### src/rtl/adder_pkg.sv
// Shared definitions for the nibble-serial adder: controller states and nibble width.
package adder_pkg;

  typedef enum logic [1:0] {
    IDLE = 2'd0,
    RUN  = 2'd1,
    DONE = 2'd2
  } state_t;

  localparam int NIBBLE_W = 4;

endpackage

### src/rtl/nibble_serial_adder_rippleadder.sv
// Purely combinational 4-bit ripple-carry adder: one nibble plus carry-in per evaluation.
module rippleadder
  import adder_pkg::*;
(
  output logic [NIBBLE_W-1:0] sum,
  output logic                carry,
  input  logic [NIBBLE_W-1:0] x,
  input  logic [NIBBLE_W-1:0] y,
  input  logic                z
);

  logic [NIBBLE_W:0] c;

  assign c[0] = z;

  for (genvar i = 0; i < NIBBLE_W; i++) begin : g_bit
    assign sum[i]   = x[i] ^ y[i] ^ c[i];
    assign c[i + 1] = (x[i] & y[i]) | (c[i] & (x[i] ^ y[i]));
  end

  assign carry = c[NIBBLE_W];

endmodule

### src/rtl/nibble_serial_adder.sv
// Multi-word adder that feeds one nibble per clock through rippleadder, carrying between
// nibbles in a register, with valid/ready handshakes on both operand and result sides.
module nibble_serial_adder
  import adder_pkg::*;
#(
  parameter int WIDTH = 16
) (
  input  logic             clk,
  input  logic             rst_n,
  input  logic             in_valid,
  output logic             in_ready,
  input  logic [WIDTH-1:0] a,
  input  logic [WIDTH-1:0] b,
  input  logic             cin,
  output logic             out_valid,
  input  logic             out_ready,
  output logic [WIDTH-1:0] sum,
  output logic             cout
);

  localparam int NIB   = WIDTH / NIBBLE_W;
  localparam int IDX_W = (NIB > 1) ? $clog2(NIB) : 1;

  state_t             state_q, state_d;
  logic [IDX_W-1:0]   idx_q;
  logic [WIDTH-1:0]   a_q, b_q, sum_q;
  logic               carry_q;
  logic [NIBBLE_W-1:0] nibA, nibB, nibSum;
  logic               nibCarry;
  logic               lastNib;

  assign nibA    = a_q[NIBBLE_W*int'(idx_q) +: NIBBLE_W];
  assign nibB    = b_q[NIBBLE_W*int'(idx_q) +: NIBBLE_W];
  assign lastNib = (idx_q == IDX_W'(NIB - 1));

  rippleadder u_rippleadder (
    .sum   (nibSum),
    .carry (nibCarry),
    .x     (nibA),
    .y     (nibB),
    .z     (carry_q)
  );

  always_ff @(posedge clk) begin
    if (!rst_n) state_q <= IDLE;
    else        state_q <= state_d;
  end

  always_comb begin
    state_d = state_q;
    case (state_q)
      IDLE:    if (in_valid)  state_d = RUN;
      RUN:     if (lastNib)   state_d = DONE;
      DONE:    if (out_ready) state_d = IDLE;
      default:                state_d = IDLE;
    endcase
  end

  always_comb begin
    in_ready  = (state_q == IDLE);
    out_valid = (state_q == DONE);
    sum       = sum_q;
    cout      = carry_q;
  end

  // The index saturates on the last nibble so it never wraps past NIB-1.
  always_ff @(posedge clk) begin
    if (!rst_n) begin
      a_q     <= '0;
      b_q     <= '0;
      sum_q   <= '0;
      carry_q <= 1'b0;
      idx_q   <= '0;
    end else begin
      case (state_q)
        IDLE: begin
          if (in_valid) begin
            a_q     <= a;
            b_q     <= b;
            carry_q <= cin;
            idx_q   <= '0;
          end
        end
        RUN: begin
          sum_q[NIBBLE_W*int'(idx_q) +: NIBBLE_W] <= nibSum;
          carry_q <= nibCarry;
          if (!lastNib) idx_q <= idx_q + IDX_W'(1);
        end
        default: ;
      endcase
    end
  end

endmodule

### config.mk
export PLATFORM = sky130hd
export DESIGN_NAME = nibble_serial_adder
export DESIGN_NICKNAME = d
export VERILOG_FILES = /design/src/rtl/adder_pkg.sv /design/src/rtl/nibble_serial_adder_rippleadder.sv /design/src/rtl/nibble_serial_adder.sv
export SDC_FILE = /design/constraint.sdc
export NUM_CORES = 1
export LEC_CHECK = 0
export CAP_MARGIN = 20
export CORE_UTILIZATION = 40
export DETAILED_ROUTE_END_ITERATION = 12
export PLACE_DENSITY = 0.8
export SYNTH_ARGS = -nofsm -noshare
export SYNTH_HDL_FRONTEND = slang
export SYNTH_SLANG_ARGS = --single-unit
### constraint.sdc
create_clock -name clk -period 3.07 [get_ports clk]
set_clock_uncertainty 0.05 [all_clocks]
set_input_delay 0.614 -clock clk [delete_from_list [all_inputs] [get_ports clk]]
set_output_delay 0.614 -clock clk [all_outputs]
set_load 0.01 [all_outputs]
==> metrics.txt <==
run status=complete, no violations; WS Path Type=reg -> reg; Antenna diodes=0; DR WL/cell=13.0 um; drt total wl=4960 um; worst vdd ir=292 uV; Cell Area, Synth=2380 um^2; Ys Warns=0; grt total ovfl=0; Clock Path Buffers=2; metal1 wirelength=2220 um; RSZ-0062 raised after global routing=no; relative slew slack=0.544; pre-CTS setup slack=0.0671 ns; library cells used by synthesis=30; initial antenna violation count=0; GPL Wtd Cong=0.820; Setup WS post-layout=0.126 ns; Syn Nets=301; Final Setup Violations=0; CTS Sinks=53; setup TNS=0 ns; # H-tree levels=2; post-CTS setup buffers=0; Synth Instances=254; Starting Density=0.423; Switching Power=0.358 mW; final hold violations=0; Routed Antenna Nets=0; GRT Total Usage=0.177; total CTS buffers=5; WHS Path Cells=2; chip width=79.2 um; Int Power=1.09 mW; largest net degree at the start of global routing=35; Seq pwr share=0.513; DP HPWL=3770 um; Clk pwr share=0.326; clk_lat worst skew=0.30 ns; hold_buf cts=0; share of cells above drive strength 1=0.110; Top Metal Used=met4; Row Count=27; Hold WC Path Type=reg -> reg; area grow syn2layout=32.2%; Final min period=2.94 ns; Leakage=1.13 nW; worst-path fanout max=4; asr flop ratio synth=0; DRC violation count after routing=0; #FFs+latches synth=53; nets@finish=354; drt first pass iters=4; first-pass GRT wire length=8750 um; Post-synth EDFFs=0; met3 WL=205 um; Setup crit start kind=register; prevailing post-synth register cell=dfxtp_1; Worst-path clk slew=0.09 ns; max-cap viol count=0; CP Capture Type=register; Detailed Route Iter0 Violations=75; total vias in the final route=1,936; vias in the first global route=1,905; FF-to-FF setup slack=0.13 ns; worst path required time=3.24 ns; core area=5640 um^2; Comb pwr share=0.161; fin crit share=0.959; die height=79.2 um; PwrDens=458 nW/um^2; CTS tree=built; fin util=0.559; switching share of total power=0.248; Slew @ Worst Pin=0.683 ns; syn_area_per_cell=9.39 um^2; worst reg2reg path depth=7; I/O pins=56; drt via density=5.09; Final Max Slew Viols=0; # fillers=500; f_max=340 MHz; routed wl met2=2450 um; sequential area share after synthesis=0.445; PortBufs=55; Critical Path AT=3.12 ns; Root Driver=clkbuf_8; die area=6280 um^2
-- sequential cells by signal (all words and copies together) (netlist names) --
register,cells
a_q,16
b_q,16
cout,1
idx_q,2
state_q,2
sum,16
-- layer usage --
| metal | GRT usage | vias to the layer above |
|---|---|---|
| li1 | - | 976 |
| met5 | 0 | - |
| met1 | 0.226 | 887 |
| met2 | 0.296 | 63 |
| met3 | 0.0379 | 10 |
| met4 | 0.0600 | 0 |
-- power groups by stage --
stage | logic, mW | clock network [mW] | registers (mW)
floorplan | 0.137 | 0 | 0.753
global placement | 0.224 | 0 | 0.757
detailed placement | 0.230 | 0 | 0.758
CTS | 0.232 | 0.485 | 0.741
global route | 0.257 | 0.513 | 0.746
finish | 0.232 | 0.470 | 0.741
-- cells by family after synthesis --
family / share of synthesized area
compound gates: 0.168
fa+ha+maj: 0.0651
buf+inv: 0.0409
flops: 0.445
mux: 0.0755
simple gates: 0.205
-- cell usage in the layout, fill, tap and decap left out, types with 2 or more instances in the layout --
master | Yosys | routed
clkbuf_8 | 0 | 5
nor2_1 | 2 | 2
nor3_1 | 2 | 2
mux4_2 | 8 | 8
a32oi_1 | 4 | 4
fa_2 | 0 | 3
a21boi_0 | 27 | 27
nor2b_1 | 6 | 6
a21boi_1 | 5 | 5
dfxtp_1 | 53 | 52
o32ai_1 | 9 | 7
inv_1 | 4 | 4
nand2_1 | 85 | 84
and2_1 | 4 | 4
buf_4 | 0 | 8
o21ai_0 | 3 | 3
clkdlybuf4s50_1 | 0 | 55
o32ai_2 | 0 | 2
ha_1 | 6 | 6
o22ai_1 | 4 | 4
-- worst max-delay path, cell delays in order, from the launching register on --
cell and delay (ns):
dfxtp_4 0.38, mux4_2 0.52, fa_2 0.37, fa_2 0.35, fa_2 0.35, fa_1 0.55
nand2_2 0.09, o32ai_2 0.20
-- cell type report --
type	instances	area [um^2]	share of cell area
Clock buffer	5	68.8	0.0218
Clock inverter	3	45.0	0.0143
Inverter	4	15.0	0.00476
Multi-Input combinational cell	180	1260	0.399
Sequential cell	53	1060	0.338
Tap cell	72	90.1	0.0286
Timing Repair Buffer	63	611	0.194
-- cell usage after synthesis (all sizes together), types with 3 or more instances --
library cell	count	share of area
a32oi	4	0.015
nor2b	6	0.016
and2	4	0.010
buf	10	0.024
a21boi	32	0.10
ha	6	0.031
nand2	85	0.13
o21ai	3	0.0063
clkbuf	7	0.011
o32ai	9	0.033
inv	4	0.0063
dfxtp	53	0.44
fa	4	0.034
mux4	8	0.076
o22ai	4	0.010
-- timing repair --
action,CTS,global route
setup endpoints to repair,0,2
endpoints found under the hold margin,0,0
resized for setup,0,4
-- through the flow --
step                      hold WS (ns)  power (mW)  std cells  instance area [um^2]
after global placement           0.391       0.981        372                  3020
after global routing             0.433        1.52        380                  3150
after floorplan                  0.382       0.890        254                  2400
after CTS                        0.413        1.46        380                  3130
after detailed placement         0.400       0.988        372                  3020
final                            0.413        1.44        380                  3150
-- final timing paths --
path	start	end
setup / recovery	idx_q[0]	sum[15]
hold / removal	sum[9]	sum[9]
setup reg to reg	idx_q[0]	sum[15]
hold reg to reg	sum[9]	sum[9]
Power figures use the tool's default switching activity.
